[config.mk]
export PLATFORM = sky130hd
export DESIGN_NAME = vx_issue_scheduler
export DESIGN_NICKNAME = d
export VERILOG_FILES = /design/src/rtl/vx_issue_scheduler_pkg.sv /design/src/rtl/vx_rr_arbiter.sv /design/src/rtl/vx_issue_scheduler.sv
export SDC_FILE = /design/constraint.sdc
export NUM_CORES = 1
export LEC_CHECK = 0
export ABC_AREA = 1
export BUFFER_PORTS_ARGS = -buffer_cell sky130_fd_sc_hd__buf_4
export CORE_MARGIN = 2
export CORE_UTILIZATION = 58
export CTS_CLUSTER_SIZE = 14
export DETAILED_ROUTE_END_ITERATION = 16
export GPL_ROUTABILITY_DRIVEN = 0
export PLACE_DENSITY_LB_ADDON = 0.08
export SLEW_MARGIN = 20
export SYNTH_ARGS = -nofsm -noshare
export SYNTH_HDL_FRONTEND = slang
export SYNTH_SLANG_ARGS = --single-unit
export TNS_END_PERCENT = 100
[constraint.sdc]
create_clock -name clk -period 2.3 [get_ports clk]
set_input_delay 0.23 -clock clk [delete_from_list [all_inputs] [get_ports clk]]
set_output_delay 0.23 -clock clk [all_outputs]
set_load 0.1 [all_outputs]
[src/rtl/vx_issue_scheduler_pkg.sv]
// Shared constants for the warp issue scheduler and its arbiter.
package vx_issue_scheduler_pkg;

    // Default core configuration.
    localparam int NUM_WARPS_DEFAULT = 4;
    localparam int WARP_BITS         = $clog2(NUM_WARPS_DEFAULT);

    // Per-warp starvation counters are always 8 bits, so STARVE_LIMIT tops out at 255.
    localparam int STARVE_CNT_W = 8;

    // The pointer resets to the last warp so that the first rotation scan starts at warp 0.
    localparam logic [WARP_BITS-1:0] RR_PTR_RESET = WARP_BITS'(NUM_WARPS_DEFAULT - 1);

    // Reset value of the rotation pointer for an arbitrary warp count.
    function automatic int rr_ptr_reset_val(input int num_warps);
        return num_warps - 1;
    endfunction

endpackage

[src/rtl/vx_rr_arbiter.sv]
// Combinational rotating find-first-set: scans ptr+1, ptr+2, ... (mod N)
// and returns the first requesting index.
module vx_rr_arbiter
    import vx_issue_scheduler_pkg::*;
#(
    parameter int N = NUM_WARPS_DEFAULT
) (
    input  logic [N-1:0]         req,
    input  logic [$clog2(N)-1:0] ptr,
    output logic                 grant_valid,
    output logic [$clog2(N)-1:0] grant_idx
);

    localparam int IW = $clog2(N);

    logic [IW-1:0] cand_s;

    // Walk the request vector starting just after the pointer; N is a power of two,
    // so the index wraps by plain truncation (step N lands back on ptr itself).
    always_comb begin
        grant_valid = 1'b0;
        grant_idx   = '0;
        cand_s      = '0;
        for (int k = 1; k <= N; k++) begin
            cand_s = ptr + IW'(k);
            if (!grant_valid && req[cand_s]) begin
                grant_valid = 1'b1;
                grant_idx   = cand_s;
            end else begin
                grant_valid = grant_valid;
            end
        end
    end

endmodule

[src/rtl/vx_issue_scheduler.sv]
// Per-core warp issue scheduler: round-robin pick among hazard-free buffer heads,
// starvation override, one-entry valid/ready output register, and a
// scoreboard-stall performance counter.
module vx_issue_scheduler
    import vx_issue_scheduler_pkg::*;
#(
    parameter int NUM_WARPS    = NUM_WARPS_DEFAULT,
    parameter int STARVE_LIMIT = 15,
    parameter int CTR_W        = 32
) (
    input  logic                         clk,
    input  logic                         reset,
    input  logic [NUM_WARPS-1:0]         warp_valid,
    input  logic [NUM_WARPS-1:0]         warp_blocked,
    output logic [NUM_WARPS-1:0]         warp_deq,
    output logic                         out_valid,
    output logic [$clog2(NUM_WARPS)-1:0] out_wid,
    output logic                         out_boost,
    input  logic                         out_ready,
    output logic [CTR_W-1:0]             perf_scb_stalls
);

    localparam int                       WID_W    = $clog2(NUM_WARPS);
    localparam logic [WID_W-1:0]         RR_RST_C = WID_W'(rr_ptr_reset_val(NUM_WARPS));
    localparam logic [STARVE_CNT_W-1:0]  LIMIT_C  = STARVE_CNT_W'(STARVE_LIMIT);

    logic [NUM_WARPS-1:0]    eligible_s;
    logic [NUM_WARPS-1:0]    starved_s;
    logic                    load_s;
    logic                    grant_s;
    logic                    boost_any_s;
    logic [WID_W-1:0]        boost_idx_s;
    logic                    rr_valid_s;
    logic [WID_W-1:0]        rr_idx_s;
    logic [WID_W-1:0]        sel_wid_s;
    logic [NUM_WARPS-1:0]    deq_s;

    logic                    out_valid_r;
    logic [WID_W-1:0]        out_wid_r;
    logic                    out_boost_r;
    logic [WID_W-1:0]        rr_ptr_r;
    logic [STARVE_CNT_W-1:0] starve_cnt_r [NUM_WARPS];
    logic [CTR_W-1:0]        perf_r;

    assign eligible_s = warp_valid & ~warp_blocked;
    assign load_s     = ~out_valid_r | out_ready;
    assign grant_s    = load_s & (|eligible_s);

    // Flag eligible warps whose starvation counter has reached the limit.
    always_comb begin
        starved_s = '0;
        for (int i = 0; i < NUM_WARPS; i++) begin
            starved_s[i] = eligible_s[i] & (starve_cnt_r[i] == LIMIT_C);
        end
    end

    // Plain priority encoder for the starvation override: lowest starved index wins.
    always_comb begin
        boost_any_s = 1'b0;
        boost_idx_s = '0;
        for (int i = 0; i < NUM_WARPS; i++) begin
            if (!boost_any_s && starved_s[i]) begin
                boost_any_s = 1'b1;
                boost_idx_s = WID_W'(i);
            end else begin
                boost_any_s = boost_any_s;
            end
        end
    end

    vx_rr_arbiter #(
        .N (NUM_WARPS)
    ) u_rr_arbiter (
        .req         (eligible_s),
        .ptr         (rr_ptr_r),
        .grant_valid (rr_valid_s),
        .grant_idx   (rr_idx_s)
    );

    // The starvation override takes precedence over the rotation.
    always_comb begin
        if (boost_any_s) begin
            sel_wid_s = boost_idx_s;
        end else begin
            sel_wid_s = rr_idx_s;
        end
    end

    // One-hot pop strobe, only when the register captures the grant on this edge;
    // held low during reset so nothing is popped that cannot be captured.
    always_comb begin
        deq_s = '0;
        if (grant_s && rr_valid_s && !reset) begin
            deq_s = NUM_WARPS'(1) << sel_wid_s;
        end else begin
            deq_s = '0;
        end
    end

    assign warp_deq = deq_s;

    // Output register: load a new grant, drain when accepted with nothing to replace it,
    // otherwise hold every field under back-pressure.
    always_ff @(posedge clk or posedge reset) begin
        if (reset) begin
            out_valid_r <= 1'b0;
            out_wid_r   <= '0;
            out_boost_r <= 1'b0;
            rr_ptr_r    <= RR_RST_C;
        end else if (grant_s) begin
            out_valid_r <= 1'b1;
            out_wid_r   <= sel_wid_s;
            out_boost_r <= boost_any_s;
            rr_ptr_r    <= sel_wid_s;
        end else if (load_s) begin
            out_valid_r <= 1'b0;
        end else begin
            out_valid_r <= out_valid_r;
        end
    end

    // Starvation counters: clear on grant, count eligible-but-passed-over cycles
    // (including back-pressured ones), saturating at the limit.
    always_ff @(posedge clk or posedge reset) begin
        if (reset) begin
            for (int i = 0; i < NUM_WARPS; i++) begin
                starve_cnt_r[i] <= '0;
            end
        end else begin
            for (int i = 0; i < NUM_WARPS; i++) begin
                if (grant_s && (sel_wid_s == WID_W'(i))) begin
                    starve_cnt_r[i] <= '0;
                end else if (eligible_s[i] && (starve_cnt_r[i] < LIMIT_C)) begin
                    starve_cnt_r[i] <= starve_cnt_r[i] + STARVE_CNT_W'(1);
                end else begin
                    starve_cnt_r[i] <= starve_cnt_r[i];
                end
            end
        end
    end

    // Count cycles where buffers have work but every head is waiting on the scoreboard.
    always_ff @(posedge clk or posedge reset) begin
        if (reset) begin
            perf_r <= '0;
        end else if ((|warp_valid) && !(|eligible_s)) begin
            perf_r <= perf_r + CTR_W'(1);
        end else begin
            perf_r <= perf_r;
        end
    end

    assign out_valid       = out_valid_r;
    assign out_wid         = out_wid_r;
    assign out_boost       = out_boost_r;
    assign perf_scb_stalls = perf_r;

endmodule

# Word-level counts from Yosys, hierarchy flattened

Index checks and enable logic that the tools add are counted.

Register bits after elaboration: 70
Latch bits: 0
Memory bits (writable): 0
ROM bits: 0
Input bits: 11
Output and inout port bits: 40
Memories kept: 0

$add $sub $neg: 8
$mul: 0
Div/mod/pow operators: 0
Magnitude comparators: 8
Equality and inequality tests: 7
Shift-type cells: 1
Muxes and demuxes: 35
Bitwise operators: 9
Reductions and logical operators: 33

Operators with widths:

| operator              | count |
|---|---|
| $mux 8                | 8 |
| $add 32x1->32 const B | 1 |
| $add 8x1->8 const B   | 4 |
| $eq 8x4->1 const B    | 4 |
| $lt 8x4->1 const B    | 4 |
| $logic_and 1x1->1     | 17 |
| $mux 1                | 15 |
| $mux 2                | 7 |
| $lt 2x3->1 const B    | 4 |
| $reduce_bool 2->1     | 5 |
| $bmux 1 s2            | 4 |
| $logic_not 1->1       | 8 |
| $reduce_or 4->1       | 2 |
| $and 1x1->1           | 5 |
| $add 2x2->2 const B   | 2 |
| $and 4x4->4           | 1 |
| $eq 2x2->1 const B    | 2 |
| $mux 4                | 1 |
| $not 4->4             | 1 |
| $shl 1x2->4 const A   | 1 |
| $add 2x1->2 const B   | 1 |
| $eq 2x1->1 const B    | 1 |
| $logic_not 2->1       | 1 |
| $not 1->1             | 1 |
| $or 1x1->1            | 1 |

# Longest topological paths before layout

Depth after elaboration: 18
Depth in mapped cells: 14
Gate-level depth less buffers: 13

# By module

From an unflattened synthesis, not the netlist that was laid out.

Cell total of the unflattened synthesis: 550
Area total of the unflattened synthesis: 4217.8 um^2

By module, submodules not included:

| module             | instances | cells an instance | area an instance (um^2) | seq. area each (um^2) |
|---|---|---|---|---|
| vx_issue_scheduler | 1         | 498               | 3946.3                  | 1754.2 |
| vx_rr_arbiter      | 1         | 52                | 271.5                   | 0.0 |

# Worst setup path after synthesis

No wires, ideal clock.

Path type: register to output
Start point: register rr_ptr_r[0]
End point: output warp_deq[0]
Arrival time: 2.668 ns
Data required time: 2.070 ns
Slack: -0.598 ns
Cell stages (with the launch flop): 13
Buffers on the path: 1
Cells stage by stage: dfstp_2 > buf_6 > inv_4 > nand2_1 > nand2_1 > nand3_1 > nand2_2 > and2_1 > nand2_1 > nand2_2 > nand2_2 > nand2_4 > nor2_1

Cells in the longest elaborated chain, start to end: 16
Elaborated cells between the ends (all ways): 30
Classes of those cells: add/sub (3); shift (1); mux (18); reduce/logical (8)

Ends and longest elaborated chain:

| what                                             | line                                               | RTL |
|---|---|---|
| from (decl)                                      | vx_issue_scheduler.sv:41                           | `logic [WID_W-1:0] rr_ptr_r;` |
| from (signal assigned)                           | vx_issue_scheduler.sv:114                          | `rr_ptr_r <= sel_wid_s;` |
| $add 2x1->2                                      | vx_rr_arbiter.sv:25                                | `cand_s = ptr + IW'(k);` |
| $bmux 1 s2                                       | vx_rr_arbiter.sv:26                                | `if (!grant_valid && req[cand_s]) begin` |
| $mux 1 (implied by the code)                     | vx_rr_arbiter.sv:26                                |  |
| $mux 1                                           | vx_rr_arbiter.sv:26                                |  |
| $logic_not 1->1                                  | vx_rr_arbiter.sv:26                                |  |
| $logic_and 1x1->1                                | vx_rr_arbiter.sv:26                                |  |
| $mux 1                                           | vx_rr_arbiter.sv:26                                |  |
| $logic_not 1->1                                  | vx_rr_arbiter.sv:26                                |  |
| $logic_and 1x1->1                                | vx_rr_arbiter.sv:26                                |  |
| $mux 1                                           | vx_rr_arbiter.sv:26                                |  |
| $logic_not 1->1                                  | vx_rr_arbiter.sv:26                                |  |
| $logic_and 1x1->1                                | vx_rr_arbiter.sv:26                                |  |
| $mux 2 or $mux 1 (tied branches)                 | vx_rr_arbiter.sv:26                                |  |
| $mux 2 or $logic_and 1x1->1 (tied branches)      | vx_issue_scheduler.sv:82, vx_issue_scheduler.sv:93 |  |
| $shl 1x2->4 or $logic_and 1x1->1 (tied branches) | vx_issue_scheduler.sv:94, vx_issue_scheduler.sv:93 |  |
| $mux 4 (*)                                       | vx_issue_scheduler.sv:93                           | `if (grant_s && rr_valid_s && !reset) begin` |
| to (decl)                                        | vx_issue_scheduler.sv:15                           | `output logic [NUM_WARPS-1:0] warp_deq,` |

Mark *: on every way between the ends. The rest lies on a longest branch, timed or not. The select of a mux whose other input is x is not followed.

# Worst setup path in the final report

Start point: register rr_ptr_r[0]
End point: output warp_deq[3]

Same word-level chain as after synthesis.

==> impl_metrics.json <==
{
  "synthDominantAreaCellType": "sky130_fd_sc_hd__dfrtp_1",
  "area.growth.synth_to_final_pct": 31.69,
  "numCtsBuffers": 9,
  "ioPinCount": 51,
  "first_pass_grt_wire_length_mm": 14.98,
  "setup_viol_count_final": 4,
  "diodes": 0,
  "preCtsSetupSlack_ns": 0.1203,
  "timing.hold.ws_ns": -0.002470,
  "worst-r2r-cell-count": 14,
  "ys_top_cells_by_count": "sky130_fd_sc_hd__nand2_1 (84), sky130_fd_sc_hd__nor2_1 (73), sky130_fd_sc_hd__dfrtp_1 (68), sky130_fd_sc_hd__inv_1 (43), sky130_fd_sc_hd__nand3_1 (37)",
  "power_report.internal_total_uw": 2985,
  "route.vias.total": 3274,
  "globalRouteTotalUtil_pct": 26.23,
  "relSlewSlack_pct": 55.90,
  "finalNetCount": 529,
  "synth.ff_latch_count": 70,
  "start_kind": "register",
  "worstReg2RegStart": "rr_ptr_r[0]$_DFFE_PP1P_",
  "die_width_um": 84.42,
  "core_area_um2": 6314,
  "ir_drop_uv": 841.6,
  "achievable_clock_frequency_ghz": 0.4105,
  "timing_hold_violations_final": 3,
  "cts_root_buf": "sky130_fd_sc_hd__clkbuf_8",
  "largest_family_of_logic_cells_by_synthesized_area": "simple AND/OR/NAND/NOR gates",
  "finalInstanceArea_um2": 4940,
  "layout_setup_ws_ns": -0.1358,
  "grt_antenna_before_repair": 0,
  "die_y_um": 84.42,
  "final_period_minus_worst_setup_slack_ns": 2.436,
  "p_comb_share_pct": 51.5,
  "die-area_um2": 7127,
  "via_count_of_the_first_global_routing_pass": 3282,
  "wire_per_inst_um": 15.85,
  "clk-insertion-delay-late_ns": 0.34,
  "crit_fanout": 4,
  "floorplan.initialDensity_pct": 59.41,
  "worst_clock_skew_ns": 0.008283,
  "ant_nets": 0,
  "grt_max_degree": 43,
  "htree_levels": 3,
  "yosysUniqueCellTypes": 32,
  "switching_share_pct": 47.38,
  "clkPwrFrac_pct": 16.8,
  "synth.cell_area_um2": 3751,
  "p_leak_uw": 0.002310,
  "synth_edf_count": 0,
  "detail_route.first_pass.iterations": 4,
  "cts.reportedPaths.clkPinSlew_ns": 0.08,
  "critical_path_required_ns": 2.07,
  "synth.top_cells.by_area": "sky130_fd_sc_hd__dfrtp_1 (45%), sky130_fd_sc_hd__nand2_1 (8.4%), sky130_fd_sc_hd__nor2_1 (7.3%)",
  "portBuffers": 50,
  "ys_seq_area_share_pct": 46.76,
  "proportion_of_layout_cells_with_a_drive_suffix_above_1_pct": 34.36,
  "yosysWarnings": 0,
  "finalCritPeriodShare_pct": 105.9,
  "drv_cap": 0,
  "mux_share_of_post_synthesis_cell_area_pct": 1.067,
  "fp-row-count": 29,
  "outcome": "finished with violations",
  "post-dp-hpwl_mm": 5.897,
  "netlist.area_leader.share_pct": 45.36,
  "drt_iter0_markers": 195,
  "synth_compound_area_share_pct": 2.668,
  "crit-reg2reg-capture": "starve_cnt_r[19]$_DFFE_PP0P_",
  "power.total_uw": 5672,
  "failed_checks": "negative hold slack, negative setup slack",
  "power_density_nw_per_um2": 1148,
  "share_seq_of_total_power_pct": 31.7,
  "totalWireLength_mm": 9.433,
  "synth_simple_gate_area_share_pct": 33.32,
  "yosys.area_share.xor_xnor_pct": 9.340,
  "cp_data_arrival_time_ns": 2.21,
  "ff2ff_setup_slack_ns": 0.07,
  "worstSetupStartpoint": "rr_ptr_r[0]$_DFFE_PP1P_",
  "min-delay-path-class": "in -> async",
  "yosys.cell_count.top_type": "sky130_fd_sc_hd__nand2_1",
  "post_synth.cell_area_avg_um2": 8.584,
  "cts_buffer_depth": 2,
  "tritoncts": "yes",
  "slew_violations": 0,
  "worst_setup_path_end_kind": "output port",
  "routed_via_density": 5.503,
  "setup.worst_path.class": "reg -> out",
  "p_sw_uw": 2687,
  "ys.flop_type": "sky130_fd_sc_hd__dfrtp_1",
  "grt_setup_unrepaired": "yes",
  "syn-num-nets": 453,
  "cts.sinks": 70,
  "placed_area_um2": 4244,
  "globalRouteOverflowTotal": 0,
  "synthArstFlopShare_pct": 100.0,
  "synthCells": 437,
  "num-fill-cells": 416,
  "post_synth_fa_ha_maj_area_fraction_pct": 1.668,
  "route.detailed.drc": 0,
  "tightest_slew_ns": 0.6605
}
## logic make-up after synthesis
kind of cell,Yosys count
multiplexers,4
AO/OA/AOI/OAI,15
AND/OR/NAND/NOR,254
flip-flops,70
adder cells (fa/ha/maj),5
XOR/XNOR,40
buffers and inverters,49
## registers in the layout, indices dropped and copies added (netlist names)
register and count:
out_wid 2, starve_cnt_r 32, rr_ptr_r 2, out_valid 1, perf_scb_stalls 32, out_boost 1
## layer usage
layer | up-vias | part of all wire, % | track usage [%]
met2 | 117 | 52 | 43.15
met1 | 1583 | 41 | 34.00
met4 | 0 | 2.9 | 13.85
li1 | 1544 | - | -
met5 | - | 0 | 0
met3 | 30 | 4.4 | 3.540
## worst max-delay path by stage
stage,to,cells after the start
floorplan,warp_deq[0],12
global placement,warp_deq[3],11
detailed placement,warp_deq[3],11
CTS,warp_deq[2],12
global route,warp_deq[1],12
finish,warp_deq[3],10
## stage by stage
step | setup TNS [ns] | cells | util (%)
final | -0.4923 | 595 | 78.24
after floorplan | -0.5383 | 437 | -
after CTS | -0.3770 | 589 | 75.84
after detailed placement | 0 | 564 | 67.22
after global routing | -0.8260 | 595 | 78.24
after global placement | 0 | 564 | 67.22
## final cells by class
class	instances	area (um2)	share of cell area [%]
Clock buffer	12	135.1	2.736
Sequential cell	70	1757	35.56
Multi-Input combinational cell	318	2132	43.16
Timing Repair Buffer	66	586.8	11.88
Inverter	48	185.2	3.749
Clock inverter	4	47.55	0.9625
Tap cell	77	96.34	1.950
## cell usage in the layout (no fill, tap or decap), types with 3 or more instances in the layout
cell type                  synthesis  final
sky130_fd_sc_hd__ha_2              0      3
sky130_fd_sc_hd__nor2_1           73     65
sky130_fd_sc_hd__nand2_4           3     15
sky130_fd_sc_hd__nor3_1            9      9
sky130_fd_sc_hd__nand3_4           1      9
sky130_fd_sc_hd__nand4_1           8      8
sky130_fd_sc_hd__nor2_2           11     13
sky130_fd_sc_hd__nor4_1            4      4
sky130_fd_sc_hd__inv_2             4      5
sky130_fd_sc_hd__xnor2_1          15     15
sky130_fd_sc_hd__o21ai_0           8      8
sky130_fd_sc_hd__dfrtp_1          68     66
sky130_fd_sc_hd__mux2i_1           4      4
sky130_fd_sc_hd__a31oi_1           5      5
sky130_fd_sc_hd__nor2_4            8     14
sky130_fd_sc_hd__buf_4             0     58
sky130_fd_sc_hd__nand3_1          37     18
sky130_fd_sc_hd__clkbuf_8          0      9
sky130_fd_sc_hd__nand2_2           7     14
sky130_fd_sc_hd__xor2_1           25     25
sky130_fd_sc_hd__buf_12            0      7
sky130_fd_sc_hd__nand2_1          84     65
sky130_fd_sc_hd__clkbuf_1          0      3
sky130_fd_sc_hd__inv_1            43     42
sky130_fd_sc_hd__nand3_2           1     12
## power by group through the flow
stage               clock network (uW)  registers [uW]  logic [uW]
CTS                                965            1790        2640
global route                      1020            1840        3090
global placement                     0            1800        2080
finish                             955            1800        2920
detailed placement                   0            1810        2130
floorplan                            0            2340        1160
## repair_timing
action | CTS | global route
hold buffers | 0 | 0
setup endpoints to repair | 4 | 4
resized for setup | 61 | 26
cloned | 0 | 0
buffers inserted | 9 | 7
pin swaps | 13 | 13
## worst max-delay path: stages (launching register included)
cell and delay, ns:
sky130_fd_sc_hd__dfstp_2 0.61, sky130_fd_sc_hd__buf_4 0.15, sky130_fd_sc_hd__nand3_4 0.10, sky130_fd_sc_hd__nand3_2 0.13, sky130_fd_sc_hd__nand2_4 0.07, sky130_fd_sc_hd__and2_4 0.15, sky130_fd_sc_hd__nand2_4 0.07, sky130_fd_sc_hd__nand2_4 0.08
sky130_fd_sc_hd__a21oi_4 0.25, sky130_fd_sc_hd__nor2_4 0.07, sky130_fd_sc_hd__buf_12 0.17
Power figures use the tool's default switching activity.
